### config.mk
export PLATFORM = sky130hd
export DESIGN_NAME = vaelix_key_conditioner
export DESIGN_NICKNAME = d
export VERILOG_FILES = /design/src/rtl/vaelix_key_conditioner.sv
export SDC_FILE = /design/constraint.sdc
export NUM_CORES = 1
export LEC_CHECK = 0
export BUFFER_PORTS_ARGS = -buffer_cell sky130_fd_sc_hd__buf_2
export CAP_MARGIN = 20
export CORE_ASPECT_RATIO = 1.1
export CORE_UTILIZATION = 61
export DETAILED_ROUTE_END_ITERATION = 8
export PLACE_DENSITY = 0.83
export RECOVER_POWER = 100
export SETUP_SLACK_MARGIN = 0.3
export SLEW_MARGIN = 20
export SYNTH_ARGS = -nofsm -noshare
export SYNTH_HDL_FRONTEND = slang
export SYNTH_SLANG_ARGS = --single-unit
### constraint.sdc
create_clock -name clk -period 5.45 [get_ports clk]
set_clock_uncertainty 0.2 [all_clocks]
set_input_delay 0.545 -clock clk [delete_from_list [all_inputs] [get_ports clk]]
set_output_delay 0.545 -clock clk [all_outputs]
set_load 0.05 [all_outputs]
### src/rtl/vaelix_key_conditioner.sv
// vaelix_key_conditioner: sync, debounce and key-check front end
// for the Sentinel gate, with failed-attempt count and lockout.
//
// Ports:
//   clk, rst_n    clock, async active-low reset
//   ena           synchronous power-state enable
//   sw_raw[7:0]   raw DIP switches (async)
//   commit_raw    raw COMMIT button, active high (async)
//   key_out[7:0]  conditioned key to the gate
//   attempt_pass  1-cycle pulse, committed key == KEY
//   attempt_fail  1-cycle pulse, committed key != KEY
//   fail_cnt[3:0] consecutive failed attempts
//   lockout       high while locked out
//
// Build option: define VAELIX_LOCKOUT_EN to build the LOCKOUT
// state and timer; without it fail_cnt just saturates.

module vaelix_kc_debounce #(
  parameter int W      = 8,
  parameter int CYCLES = 16
) (
  input  logic         clk,
  input  logic         rst_n,
  input  logic [W-1:0] sync,
  output logic [W-1:0] stable
);

  localparam logic [7:0] LAST = 8'(CYCLES - 1);

  logic [W-1:0] cand;
  logic [7:0]   cnt;

  // Any change of the candidate restarts the stability count.
  always_ff @(posedge clk or negedge rst_n) begin
    if (!rst_n) begin
      cand   <= '0;
      stable <= '0;
      cnt    <= '0;
    end else if (sync != cand) begin
      cand <= sync;
      cnt  <= '0;
    end else if (cand != stable) begin
      if (cnt == LAST) begin
        stable <= cand;
        cnt    <= '0;
      end else begin
        cnt <= cnt + 8'd1;
      end
    end else begin
      cnt <= '0;
    end
  end

endmodule

module vaelix_key_conditioner #(
  parameter logic [7:0] KEY             = 8'hB6,
  parameter int         DEBOUNCE_CYCLES = 16,
  parameter int         MAX_FAILS       = 3,
  parameter int         LOCKOUT_CYCLES  = 1024
) (
  input  logic       clk,
  input  logic       rst_n,
  input  logic       ena,
  input  logic [7:0] sw_raw,
  input  logic       commit_raw,
  output logic [7:0] key_out,
  output logic       attempt_pass,
  output logic       attempt_fail,
  output logic [3:0] fail_cnt,
  output logic       lockout
);

  if (DEBOUNCE_CYCLES < 1 || DEBOUNCE_CYCLES > 255) begin : g_bad_db
    $error("DEBOUNCE_CYCLES out of range 1..255");
  end
  if (MAX_FAILS < 1 || MAX_FAILS > 15) begin : g_bad_mf
    $error("MAX_FAILS out of range 1..15");
  end
  if (LOCKOUT_CYCLES < 1 || LOCKOUT_CYCLES > 65535) begin : g_bad_lc
    $error("LOCKOUT_CYCLES out of range 1..65535");
  end

  localparam logic [3:0] MF      = 4'(MAX_FAILS);
  localparam logic [3:0] MF_LAST = 4'(MAX_FAILS - 1);

  logic [7:0] sw_s1;
  logic [7:0] sw_s2;
  logic       cm_s1;
  logic       cm_s2;
  logic [7:0] sw_stable;
  logic       commit_db;
  logic       commit_q;
  logic       attempt;
  logic       match;

  // Synchronisers and commit edge register ignore ena, so an
  // edge swallowed while disabled is never replayed.
  always_ff @(posedge clk or negedge rst_n) begin
    if (!rst_n) begin
      sw_s1    <= '0;
      sw_s2    <= '0;
      cm_s1    <= 1'b0;
      cm_s2    <= 1'b0;
      commit_q <= 1'b0;
    end else begin
      sw_s1    <= sw_raw;
      sw_s2    <= sw_s1;
      cm_s1    <= commit_raw;
      cm_s2    <= cm_s1;
      commit_q <= commit_db;
    end
  end

  vaelix_kc_debounce #(
    .W      (8),
    .CYCLES (DEBOUNCE_CYCLES)
  ) u_db_sw (
    .clk    (clk),
    .rst_n  (rst_n),
    .sync   (sw_s2),
    .stable (sw_stable)
  );

  vaelix_kc_debounce #(
    .W      (1),
    .CYCLES (DEBOUNCE_CYCLES)
  ) u_db_cm (
    .clk    (clk),
    .rst_n  (rst_n),
    .sync   (cm_s2),
    .stable (commit_db)
  );

  assign attempt = commit_db & ~commit_q;
  assign match   = (sw_stable == KEY);

`ifdef VAELIX_LOCKOUT_EN

  localparam logic [15:0] LC_LAST = 16'(LOCKOUT_CYCLES - 1);

  typedef enum logic {
    ARMED   = 1'b0,
    LOCKOUT = 1'b1
  } state_t;

  state_t      state;
  logic [15:0] timer;

  always_ff @(posedge clk or negedge rst_n) begin
    if (!rst_n) begin
      state        <= ARMED;
      timer        <= '0;
      fail_cnt     <= '0;
      attempt_pass <= 1'b0;
      attempt_fail <= 1'b0;
    end else begin
      attempt_pass <= 1'b0;
      attempt_fail <= 1'b0;
      if (ena) begin
        unique case (state)
          ARMED: begin
            if (attempt && match) begin
              attempt_pass <= 1'b1;
              fail_cnt     <= '0;
            end else if (attempt) begin
              attempt_fail <= 1'b1;
              if (fail_cnt == MF_LAST) begin
                fail_cnt <= MF;
                timer    <= LC_LAST;
                state    <= LOCKOUT;
              end else begin
                fail_cnt <= fail_cnt + 4'd1;
              end
            end
          end
          LOCKOUT: begin
            if (timer == '0) begin
              state    <= ARMED;
              fail_cnt <= '0;
            end else begin
              timer <= timer - 16'd1;
            end
          end
          default: state <= ARMED;
        endcase
      end
    end
  end

  assign lockout = (state == LOCKOUT);
  assign key_out = (ena && state == ARMED) ? sw_stable : 8'h00;

`else

  always_ff @(posedge clk or negedge rst_n) begin
    if (!rst_n) begin
      fail_cnt     <= '0;
      attempt_pass <= 1'b0;
      attempt_fail <= 1'b0;
    end else begin
      attempt_pass <= 1'b0;
      attempt_fail <= 1'b0;
      if (ena && attempt) begin
        unique case (1'b1)
          match: begin
            attempt_pass <= 1'b1;
            fail_cnt     <= '0;
          end
          default: begin
            attempt_fail <= 1'b1;
            if (fail_cnt != MF) begin
              fail_cnt <= fail_cnt + 4'd1;
            end
          end
        endcase
      end
    end
  end

  assign lockout = 1'b0;
  assign key_out = ena ? sw_stable : 8'h00;

`endif

endmodule

# Word-level counts from Yosys, hierarchy flattened

Cells that the tools add are included.
Widths: inputs -> output; s select.

Add/subtract/negate cells: 3
Equal/unequal tests: 8
Mux-type cells: 13
Bitwise gates (word level): 4
Reductions and logical operators: 5

Operators with widths:

| cell                | number |
|---|---|
| $mux 8              | 7 |
| $add 8x1->8 const B | 2 |
| $eq 8x4->1 const B  | 2 |
| $ne 8x8->1          | 2 |
| $eq 8x8->1 const B  | 1 |
| $mux 4              | 2 |
| $reduce_and 3->1    | 2 |
| $add 4x1->4 const B | 1 |
| $mux 1              | 4 |
| $ne 4x2->1 const B  | 1 |
| $not 1->1           | 3 |
| $ne 1x1->1          | 2 |
| $reduce_and 2->1    | 1 |
| $reduce_bool 2->1   | 1 |
| $and 1x1->1         | 1 |
| $logic_and 1x1->1   | 1 |

Flip-flop bits (word level): 59
Input bits: 12
Output and inout port bits: 15
Logic and storage cells: 47

# Logic depth before layout (Yosys ltp)

Word-level depth: 4
Gate-level depth with buffers: 5
Depth with buffers taken out: 5

# Modules after synthesis

From an unflattened synthesis, not the netlist that was laid out.

Cells, all modules: 197
Area, all modules: 2,473.6 µm²

By module, submodules not included:

| module                        | instances | cells an instance | area each (µm²) | sequential area each (µm²) |
|---|---|---|---|---|
| vaelix_kc_debounce at u_db_sw | 1         | 89                | 1,081.0         | 600.6 |
| vaelix_key_conditioner        | 1         | 62                | 925.9           | 625.6 |
| vaelix_kc_debounce at u_db_cm | 1         | 46                | 466.7           | 250.2 |

# Least setup slack after synthesis

Ideal clock, no wire load.

Path kind: register -> register
Start point: reg u_db_sw.cnt[0]
End point: reg u_db_sw.stable[0]
Library setup time: 0.125 ns
Arrival: 1.643 ns
Required time: 5.125 ns
Setup slack: 3.483 ns
Stages on the path, launching flop included: 6
Path buffers: 0
Clock period less this slack: 1.967 ns
Path through: dfrtp_1 > ha_1 > nand3_1 > nand2b_1 > a2111oi_4 > mux2_2

Longest elaborated chain between the ends: 2

RTL lines:

| item                              | RTL line | source |
|---|---|---|
| start, declared                   | 31       | `logic [7:0] cnt;` |
| start signal, assigned            | 47       | `cnt <= cnt + 8'd1;` |
| $eq 8x4->1                        | 43       | `if (cnt == LAST) begin` |
| $reduce_and 3->1 (no source line) | n/a      |  |
| end signal, assigned              | 44       | `stable <= cand;` |
| end, declared                     | 25       | `output logic [W-1:0] stable` |

No other way between the ends.
A chain may end at the register's enable or synchronous reset.

# Worst setup path after layout

Start point: reg u_db_sw.cnt[0]
End point: reg u_db_sw.stable[4]

The elaborated chain is that of the path after synthesis.

==> metrics.csv <==
stage,metric,value,unit
sta,finalCriticalPeriod,3.72,ns
layout,num_antenna_cells,0,
clock_network,max-clock-path-buffers,2,
pwr,power_per_cell_area,315,mW/mm²
setup_path,critPathMaxFanout,8,
logic_synthesis,synth-main-ff-cell,sky130_fd_sc_hd__dfrtp_1,
clock_network,clk_latency_worst_skew_pair,0.31,ns
place,dpl_worst_slack,3.27,ns
floorplanning,placementRows,23,
logic_synthesis,synth.yosys.warnings,0,
clock_network,cts_htree_levels,3,
logic_synthesis,netlist_area,0.00235,mm²
logic_synthesis,synth.yosys.seq_area_share,62.8,%
clock_network,cts.hold.buffers_added,0,
detailed_routing,postRouteAntennaNets,0,
floorplanning,top_level_ports,27,
logic_synthesis,synth_cells,189,
place,port_buffers,25,
setup_path,worst_r2r_startpoint,u_db_sw.cnt[0]$_DFF_PN0_,
sta,slew-limit-headroom,-98.5,%
sta,rsz0062_at_grt,no,
setup_path,slowest_delay,2.02,ns
detailed_routing,wire_length_reported_by_the_detailed_router,3930,µm
floorplanning,floorplan.initialDensity,64.3,%
detailed_routing,vias,1461,
logic_synthesis,postSynthAreaPerCell,12.4,µm²
logic_synthesis,syn_nets,204,
setup_path,criticalPathCategory,flop to flop,
detailed_routing,wl_per_cell,14.6,µm
sta,maxClockFrequency,269,MHz
clock_network,tritoncts,yes,
logic_synthesis,async_flop_share,100,%
sta,setup_viol,0,
layout,num-fill-cells,275,
flow_run,drv.max_cap_violation_count,2,
floorplanning,die_width,61.2,µm
logic_synthesis,synth_seq_cells,59,
detailed_routing,dr_wl_met2,2040,µm
detailed_routing,detailed_routing_iteration_count_for_the_pre_antenna_repair_pass,4,
global_routing,grt_max_degree,60,
logic_synthesis,synth_enable_flop_cells,0,
detailed_routing,vias_per_cell,5.41,
setup_path,crit_path_end_kind,flop,
clock_network,cts.root.buffer_cell,sky130_fd_sc_hd__clkbuf_8,
global_routing,grt.total_usage,24.0,%
setup_path,timing.critical_path.required,5.45,ns
sta,worst_hold_slack,0.137,ns
logic_synthesis,synth.lib_cells_used.distinct,32,
setup_path,worstSetupStartpoint,u_db_sw.cnt[0]$_DFF_PN0_,
setup_path,critical_path.n_buffers_inverters,0,
setup_path,worstSetupStartpointType,flop,
global_routing,grt_pass1_wl,6830,µm
layout,fraction_of_final_layout_cells_sized_beyond_drive_strength_1,11.8,%
min_path,min_from,commit_raw,
clock_network,cts-buffers-inserted,9,
sta,worst_tran_pin_value,2.98,ns
floorplanning,fp.coreArea,0.00365,mm²
clock_network,cts_setup_buffers,0,
layout,final_net_count,231,
sta,setup_tns,0,ns
clock_network,cts.sinks,59,
status,run_status,"complete, but fails checks",
sta,layout_setup_ws,1.73,ns
detailed_routing,drtIter0Drc,71,
logic_synthesis,synthTopCellsByArea,"sky130_fd_sc_hd__dfrtp_1 63%, sky130_fd_sc_hd__xnor2_1 5.6%, sky130_fd_sc_hd__xor2_1 5.6%",
layout,mostFrequentLayoutCell,sky130_fd_sc_hd__dfrtp_1,
detailed_routing,wl_met3,157,µm
min_path,hold_path.class,input port to flop,
detailed_routing,drc_markers,0,
sta,hold_viol_final,0,
place,post-dp-hpwl,2760,µm
global_routing,first_global_vias,1519,
status,violations,"max-capacitance violations, max-slew violations",
detailed_routing,met1Wirelength,1680,µm
global_routing,grt_overflow,0,
sta,final.period_utilization,68.2,%
detailed_routing,maxUsedRoutingLayer,met4,
setup_path,critical_path.slowest_cell,sky130_fd_sc_hd__a2111oi_0,
setup_path,worst_path_dominant_cell_family,compound AO/OA/AOI/OAI gates,
logic_synthesis,synthDominantAreaCellType,sky130_fd_sc_hd__dfrtp_1,
floorplanning,chipHeight,67.1,µm
place,gp_weighted_congestion,0.741,
setup_path,cp.arrival,3.71,ns
global_routing,grt_antenna_before_repair,0,
sta,slew_viol_final,69,
layout,syn2layout_area_growth,12.4,%
pwr,power.ir.vdd_worst,207,µV
layout,final_cell_mix,"59 x sky130_fd_sc_hd__dfrtp_1, 17 x sky130_fd_sc_hd__nor2_1, 16 x sky130_fd_sc_hd__clkbuf_1",
pwr,leakage,1.20,nW
logic_synthesis,post-synth-top-area-fraction,62.8,%
clock_network,clkTransAtPathRegs,0.06,ns
clock_network,cts-resized-gates,0,
floorplanning,die-area,0.00410,mm²
setup_path,path_cells,ha_1 -> nand3_1 -> nand2b_1 -> a2111oi_0 -> mux2_2,
layout,finish.utilization,72.3,%
## cell usage after synthesis, drive strengths merged (3+ instances only)
| cell type | instances |
|---|---|
| o21ai | 5 |
| nor4 | 4 |
| dfrtp | 59 |
| and2 | 10 |
| xor2 | 15 |
| nand3 | 4 |
| nand4 | 3 |
| clkbuf | 9 |
| nor3 | 7 |
| nand2 | 8 |
| ha | 3 |
| mux2 | 8 |
| nor2 | 17 |
| xnor2 | 15 |
## report_power, final
group	total [mW]	switching, mW	internal, mW
Clock	0.343	0.145	0.198
Combinational	0.0301	0.0193	0.0108
Sequential	0.460	0.00930	0.450
## flip-flops by register name, indices dropped and copies added, names as in the netlist
signal,flops
cm_s1,1
u_db_sw.stable,8
cm_s2,1
commit_q,1
u_db_cm.stable,1
sw_s1,8
u_db_cm.cand,1
sw_s2,8
u_db_sw.cand,8
u_db_cm.cnt,8
attempt_fail,1
attempt_pass,1
fail_cnt,4
u_db_sw.cnt,8
## path summary, 6_finish.rpt
kind | to | slack, ns | cells after the start
max | u_db_sw.stable[4]$_DFFE_PN0P_ | 1.73 | 5
min | cm_s1$_DFF_PN0_ | 0.14 | 1
max reg2reg | u_db_sw.stable[4]$_DFFE_PN0P_ | 1.73 | 5
min reg2reg | sw_s2[0]$_DFF_PN0_ | 0.15 | 0
max in group asynchronous | u_db_cm.cnt[5]$_DFF_PN0_ | 2.27 | 2
min in group asynchronous | u_db_sw.stable[5]$_DFFE_PN0P_ | 1.10 | 2
## cell type report
cell class	count	area, µm²	area share, %
repair buffers	26	111	4.22
inverters	2	7.51	0.284
well taps	50	62.6	2.37
multi-input cells	118	805	30.5
flip-flops and latches	59	1480	55.9
clock buffers	13	169	6.40
clock inverters	2	10.0	0.379
## metrics by stage
stage / power (mW) / cells / instance area [µm²]
after CTS: 0.844 / 270 / 2680
after floorplan: 0.483 / 189 / 2350
after detailed placement: 0.499 / 255 / 2500
final: 0.833 / 270 / 2640
after global routing: 0.872 / 270 / 2640
after global placement: 0.497 / 255 / 2500
## cells by family (layout without fill, tap and decap cells)
logic type	Yosys count	in the layout	synth area share, %
simple gates	64	64	14.3
flops	59	59	62.8
xor+xnor	30	30	11.2
compound gates	12	12	4.05
buf+inv	12	43	2.08
mux	8	8	3.83
fa+ha+maj	3	3	1.60
other cells	1	1	0.160
## metal layers
layer	global-route usage [%]	vias up
li1	-	686
met1	28.2	731
met2	39.1	40
met3	5.63	4
met4	14.2	0
met5	0	-
## worst register-to-register path, delay by kind of cell (launching register included)
kind / cells / cell delay, ns
and+or+nand+nor: 2 / 0.36
adders and majority gates: 1 / 0.19
muxes: 1 / 0.47
DFF: 1 / 0.37
AOI/OAI and AO/OA: 1 / 2.02
Note: power is estimated with default switching activity, not from simulation.
